`src/rtl/bin_to_bcd_seq.sv`:
```
// -----------------------------------------------------------------------------
// bin_to_bcd_seq
//
// Sequential binary-to-BCD converter (shift-and-add-3 / double-dabble), one
// input bit per clock. Feeds the multiplexed 7-segment display stage with one
// decimal digit per nibble. Values above the display range saturate to all 9s
// and raise ovf.
//
// Ports:
//   clk    - system clock, rising edge
//   rst    - synchronous reset, active low
//   start  - conversion request, sampled only while idle
//   bin    - binary input, captured on the edge that accepts start
//   bcd    - registered packed BCD result, digit 0 in [3:0]
//   ovf    - registered flag, last captured value exceeded 10**DIGITS-1
//   busy   - high whenever a conversion is in flight
//   done   - one-cycle pulse when bcd/ovf take a new result
// -----------------------------------------------------------------------------
module bin_to_bcd_seq #(
    parameter int BIN_WIDTH = 16,
    parameter int DIGITS    = 4,
    parameter int CNT_WIDTH = 5
) (
    input  logic                  clk,
    input  logic                  rst,
    input  logic                  start,
    input  logic [BIN_WIDTH-1:0]  bin,
    output logic [4*DIGITS-1:0]   bcd,
    output logic                  ovf,
    output logic                  busy,
    output logic                  done
);

    localparam int BCD_W = 4 * DIGITS;
    // 10**DIGITS < 2**(4*DIGITS), so this width holds both the limit and bin.
    localparam int CMP_W = ((BIN_WIDTH > BCD_W) ? BIN_WIDTH : BCD_W) + 1;

    function automatic logic [CMP_W-1:0] max_decimal();
        logic [CMP_W-1:0] v;
        v = CMP_W'(1);
        for (int i = 0; i < DIGITS; i++) begin
            v = v * CMP_W'(10);
        end
        return v - CMP_W'(1);
    endfunction

    localparam logic [CMP_W-1:0]     MAX_DEC  = max_decimal();
    localparam logic [CNT_WIDTH-1:0] LAST_CNT = CNT_WIDTH'(BIN_WIDTH - 1);

    typedef enum logic [1:0] {
        IDLE = 2'd0,
        CONV = 2'd1,
        DONE = 2'd2
    } state_t;

    state_t                 state_q;
    state_t                 state_d;
    logic [BIN_WIDTH-1:0]   shift_q;
    logic [BCD_W-1:0]       scratch_q;
    logic [BCD_W-1:0]       scratch_adj;
    logic [CNT_WIDTH-1:0]   cnt_q;
    logic                   ovf_next_q;

    // ---------------------------------------------------------------- FSM
    // NOTE: sequential state uses non-blocking (<=) so every register samples
    // pre-edge values; blocking here would create order-dependent races.
    always_ff @(posedge clk) begin
        if (!rst) begin
            state_q <= IDLE;
        end else begin
            state_q <= state_d;
        end
    end

    // NOTE: defaults first so every path assigns state_d and no latch is inferred.
    always_comb begin
        state_d = state_q;
        case (state_q)
            IDLE:    if (start) state_d = CONV;
            CONV:    if (cnt_q == LAST_CNT) state_d = DONE;
            DONE:    state_d = IDLE;
            default: state_d = IDLE;
        endcase
    end

    assign busy = (state_q != IDLE);

    // ---------------------------------------------------------- add-3 stage
    // Each digit >= 5 is corrected before the shift so it carries correctly
    // into the next decimal digit. Arithmetic stays within the nibble.
    always_comb begin
        scratch_adj = scratch_q;
        for (int d = 0; d < DIGITS; d++) begin
            if (scratch_q[4*d +: 4] >= 4'd5) begin
                scratch_adj[4*d +: 4] = scratch_q[4*d +: 4] + 4'd3;
            end
        end
    end

    // ------------------------------------------------------------ datapath
    always_ff @(posedge clk) begin
        if (!rst) begin
            shift_q    <= '0;
            scratch_q  <= '0;
            cnt_q      <= '0;
            ovf_next_q <= 1'b0;
            bcd        <= '0;
            ovf        <= 1'b0;
            done       <= 1'b0;
        end else begin
            done <= 1'b0;
            case (state_q)
                IDLE: begin
                    if (start) begin
                        shift_q    <= bin;
                        scratch_q  <= '0;
                        cnt_q      <= '0;
                        ovf_next_q <= (CMP_W'(bin) > MAX_DEC);
                    end
                end
                CONV: begin
                    // One combined left shift; the MSB of the top digit falls off.
                    {scratch_q, shift_q} <= {scratch_adj, shift_q} << 1;
                    cnt_q                <= cnt_q + CNT_WIDTH'(1);
                end
                DONE: begin
                    bcd  <= ovf_next_q ? {DIGITS{4'h9}} : scratch_q;
                    ovf  <= ovf_next_q;
                    done <= 1'b1;
                end
                default: ;
            endcase
        end
    end

endmodule

```
`config.mk`:
```
export PLATFORM = sky130hd
export DESIGN_NAME = bin_to_bcd_seq
export DESIGN_NICKNAME = d
export VERILOG_FILES = /design/src/rtl/bin_to_bcd_seq.sv
export SDC_FILE = /design/constraint.sdc
export NUM_CORES = 1
export LEC_CHECK = 0
export BUFFER_PORTS_ARGS = -buffer_cell sky130_fd_sc_hd__buf_2
export CELL_PAD_IN_SITES_DETAIL_PLACEMENT = 0
export CELL_PAD_IN_SITES_GLOBAL_PLACEMENT = 1
export CORE_ASPECT_RATIO = 2
export CORE_MARGIN = 2
export CORE_UTILIZATION = 39
export DETAILED_ROUTE_END_ITERATION = 10
export PLACE_DENSITY_LB_ADDON = 0.1
export SYNTH_ARGS = -nofsm -noshare
export SYNTH_HDL_FRONTEND = slang
export SYNTH_SLANG_ARGS = --single-unit
```
`constraint.sdc`:
```
create_clock -name clk -period 1.6 [get_ports clk]
set_input_delay 0.16 -clock clk [delete_from_list [all_inputs] [get_ports clk]]
set_output_delay 0.16 -clock clk [all_outputs]
set_load 0.1 [all_outputs]
```
* Word level (Yosys, flattened, before mapping) *
Index checks and enable logic that the tools add are counted.
Widths: inputs -> output; s select.

storage, ports and cells
  bits in registers = 58
  bits in latches = 0
  input bits = 19
  memories = 0
  memory bits (read-only) = 0
  bits in writable memories = 0
  word-level logic and storage cells = 44
  output and inout port bits = 19

cells by class
  eq/ne operators = 5
  reduce and logical (&&, ||, !) cells = 6
  divide/modulo/power cells = 0
  order comparisons = 5
  multiplexer cells = 15
  add/subtract/negate cells = 5
  $mul = 0
  shift operators = 0
  bitwise logic cells = 0

operator list
  cell                  number
  $pmux 16 s2           2
  $mux 16               3
  $ge 4x3->1 const B    4
  $gt 16x14->1 const B  1
  $add 4x2->4 const B   3
  $mux 4                3
  $pmux 5 s2            1
  $reduce_and 2->1      3
  $add 5x1->5 const B   1
  $eq 5x4->1 const B    1
  $mux 5                1
  $mux 2                2
  $ne 2x2->1 const B    2
  $pmux 2 s2            1
  $reduce_bool 2->1     2
  $add 3x2->3 const B   1
  $mux 3                1
  $eq 2x1->1 const B    1
  $eq 2x2->1 const B    1
  $logic_not 2->1       1
  $mux 1                1

* Longest topological paths before layout *
  depth in word-level cells = 3
  mapped depth = 6
  mapped depth without buffers = 6

* Worst setup path after synthesis *
No wires, ideal clock.

  path kind = flip-flop to flip-flop
  from = register state_q[1]
  to = register ovf_next_q
  period minus slack after synthesis = 1.676 ns
  required time = 1.457 ns
  path buffers = 1
  slack = -0.076 ns
  setup time = 0.143 ns
  arrival time = 1.534 ns
  cell stages (with the launch flop) = 6
  cell sequence = dfxtp_1 buf_4 or2_1 nor2_2 o21ai_0 a41oi_1

between the ends
  cells in the longest elaborated chain, start to end = 2

RTL lines
  element                            line  RTL
  start, declared                    56    state_t state_q;
  start signal, assigned             71    state_q <= state_d;
  $logic_not 2->1                    112   case (state_q)
  $reduce_and 2->1 (no source line)  n/a
  end signal, assigned               118   ovf_next_q <= (CMP_W'(bin) > MAX_DEC);
  end, declared                      62    logic ovf_next_q;

No other way between the ends.
A chain may end at the register's enable or synchronous reset.

* Worst setup path after layout *
  from = register scratch_q[4]
  to = register scratch_q[6]

between the ends
  cells in the longest elaborated chain, start to end = 3
  elaborated cells on any way between the ends = 4
  those cells by class = add/sub: 1; order compare: 1; mux: 2

RTL lines
  element                                    line    RTL
  start, declared                            59      logic [BCD_W-1:0] scratch_q;
  start signal, assigned                     123     {scratch_q, shift_q} <= {scratch_adj, shift_q} << 1;
  $add 4x2->4 or $ge 4x3->1 (tied branches)  95, 94
  $mux 4 *                                   94      if (scratch_q[4*d +: 4] >= 4'd5) begin
  $pmux 16 s2 *                              112

Mark *: on every way between the ends. The rest lies on a longest branch, timed or not.

==> flow_summary_export.csv <==
group,metric,value,unit
global_routing,first_global_vias,2280,
sta,maxSlewHeadroom,67.0,%
clock_network,ctsHoldBuffers,0,
yosys,synth_flop_cell,"dfxtp_1",
critical_path,reg2reg_to,"scratch_q[6]",
worst_hold_path,min_from,"bin[0]",
critical_path,crit_type,"flop to flop",
routing,drc,0,
critical_path,worst-path-max-fanout,5,
final_layout,num-nets-final,385,
global_routing,grt_pass1_wl,11.1,mm
floorplan,die_y,123,microns
yosys,synth.net_count,344,
routing,via_per_inst,5.19,
final_layout,num_antenna_cells,0,
sta,min_period,1.51,ns
placed_design,place_hpwl,4.86,mm
yosys,yosysTopAreaCellShare,41.9,%
placed_design,placed_area,3090,sq um
final_layout,final_cell_mix,"58 x dfxtp_1, 36 x buf_2, 25 x nor2_1",
sta,worst_pin_slew,0.498,ns
power_and_ir_drop,p_clk_share,49.6,%
clock_network,clkTransAtPathRegs,0.05,ns
yosys,avgSynthCellArea,8.80,sq um
worst_hold_path,hold_end,"shift_q[0]",
clock_network,cts_root_buf,"clkbuf_16",
critical_path,crit_start,"scratch_q[4]",
yosys,synthSimpleGateAreaFrac,23.0,%
yosys,synth_compound_area_share,20.6,%
sta,period_share,94.1,%
yosys,synth_mux_area_share,1.99,%
sta,slew_viol_final,0,
final_layout,seqCellArea,1160,sq um
critical_path,r2r_slack,0.09,ns
clock_network,cts_made_buffers,9,
yosys,synth_edf_count,0,
clock_network,post_cts_buffers,0,
critical_path,required,1.84,ns
final_layout,final_area,3390,sq um
placed_design,numPortBuffers,37,
sta,final-setup-viol-count,0,
worst_hold_path,hold_depth,3,
global_routing,antenna_found_initial,0,
yosys,synth_top_family_by_area,"simple AND/OR/NAND/NOR gates",
routing,via_count,2342,
power_and_ir_drop,cellPowerDensity,1070,nW/um^2
clock_network,clk_path_buf_depth,2,
power_and_ir_drop,internal-power,2.80,mW
clock_network,cts_resized,0,
routing,drt_iter0_markers,100,
final_layout,synthToLayoutAreaGrowth,22.2,%
placed_design,finalWeightedCongestion,0.788,
final_layout,stdcell_count,451,
yosys,synth_top_area_cell,"dfxtp_1",
global_routing,grt_max_degree,30,
critical_path,reg2reg_depth,6,
critical_path,rr_startpoint,"scratch_q[4]",
sta,finalHoldViolCount,0,
routing,ant_nets,0,
floorplan,start_util,40.3,%
power_and_ir_drop,irDropWorstVdd,0.605,mV
clock_network,htreeDepth,3,
yosys,synth-seq-cells,58,
yosys,netlist_instances,315,
critical_path,end_kind,"flop",
final_layout,fillers,722,
power_and_ir_drop,combPwrFrac,8.2,%
power_and_ir_drop,p_leak,1.36,nW
final_layout,layout-drive-gt1-share,26.0,%
power_and_ir_drop,power.share.sequential,42.2,%
yosys,synth-adder-area-share,4.51,%
yosys,synthDistinctLibCells,41,
sta,fmax,664,MHz
floorplan,core_region_area,6890,sq um
routing,wire_per_inst,15.2,microns
placed_design,placed_cells,435,
status,status,"finished clean",
final_layout,multi_input_area,1450,sq um
critical_path,worst_setup_path_start_kind,"flop",
routing,firstDrtPassIters,4,
clock_network,cts_tree,"built",
floorplan,die_w,63.6,microns
final_layout,final_common_cell,"dfxtp_1",
sta,skew,0.00419,ns
power_and_ir_drop,swShare,22.5,%
floorplan,die-area,7840,sq um
clock_network,clk_latency,0.32,ns
power_and_ir_drop,p_sw,0.814,mW
routing,routed_wl,6.87,mm
global_routing,grt_overflow,0,
yosys,yosysSeqAreaShare,41.9,%
floorplan,fp-row-count,43,
clock_network,cts.sinks,58,
floorplan,io_pins,38,
flow_run,drv_cap,0,
yosys,syn_area,2770,sq um
yosys,ys_async_sr_fraction,0,%
critical_path,worstPathArrival,1.75,ns
worst_hold_path,hp-class,"primary input to flop",
yosys,synth_xor_area_share,1.90,%
yosys,synthesis.yosys.warnings,0,
global_routing,grt_use_total,19.0,%
yosys,yosys-top-cells-area,"dfxtp_1 42%, o221a_2 6.1%, ha_1 4.5%",
==> how the worst max path moves through the flow <==
stage	to	cells after the start
5_1_grt	scratch_q[10]	6
6_report	scratch_q[6]	6
2_1_floorplan	ovf_next_q	5
3_5_place_dp	scratch_q[6]	6
3_3_place_gp	scratch_q[6]	6
4_1_cts	scratch_q[6]	6
==> power groups by stage <==
stage / combinational [mW] / clock [mW] / sequential (mW)
2_1_floorplan: 0.214 / 0 / 1.54
6_report: 0.297 / 1.79 / 1.52
5_1_grt: 0.330 / 1.91 / 1.53
3_5_place_dp: 0.301 / 0 / 1.55
3_3_place_gp: 0.302 / 0 / 1.55
4_1_cts: 0.303 / 1.84 / 1.52
==> per-layer routing <==
layer	vias to the layer above	share of wire, %	track usage [%]
met2	41	55	34.9
met5	-	0	0
li1	1184	-	-
met3	13	3.2	4.73
met1	1104	39	19.0
met4	0	2.4	11.0
==> state kept, by name, summed over array words and instances (netlist names) <==
signal	count
shift_q	16
ovf_next_q	1
bcd	16
done	1
ovf	1
scratch_q	16
state_q	2
cnt_q	5
==> synthesized netlist by cell type, types with 6 or more instances <==
cell type / count
nor3_1: 14
o21ai_0: 19
nor2b_1: 20
o221a_2: 15
a21oi_1: 21
nor3b_1: 10
nand2_1: 24
nor2_1: 25
dfxtp_1: 58
nand3_1: 7
inv_1: 11
nand2b_1: 6
clkbuf_1: 8
a21boi_0: 10
buf_2: 7
ha_1: 10
==> worst max-delay path, cell delays in order (launching register included) <==
cell	delay, ns
dfxtp_1	0.36
inv_1	0.12
ha_1	0.22
nand2b_1	0.10
a21oi_2	0.17
mux2_2	0.34
o21ai_0	0.13
==> layout make-up <==
type / count / share of cell area [%]
Clock inverter: 2 / 0.295
Tap cell: 90 / 3.32
Inverter: 11 / 1.22
Timing Repair Buffer: 52 / 9.97
Sequential cell: 58 / 34.3
Clock buffer: 14 / 8.08
Multi-Input combinational cell: 224 / 42.9
==> cells by family (layout without fill, tap and decap cells) <==
logic type,count (synthesis),in the layout
and+or+nand+nor,122,122
AOI/OAI and AO/OA,81,81
DFF,58,58
buffers and inverters,33,79
adders and majority gates,10,10
xor gates and xnor gates,6,6
muxes,5,5
==> stage by stage <==
stage          utilization, %  hold WS (ns)  TNS [ns]  total power, mW  setup slack (ns)
5_1_grt                  49.2         0.111   -0.0103             3.77           -0.0103
3_5_place_dp             44.9         0.435         0             1.85            0.0483
3_3_place_gp             44.9         0.425         0             1.85            0.0701
2_1_floorplan               -         0.328         0             1.75             0.101
6_report                 49.2        0.0965         0             3.61            0.0943
4_1_cts                  49.1        0.0915         0             3.67            0.0308
No activity file was read; power rests on OpenSTA's default activity.
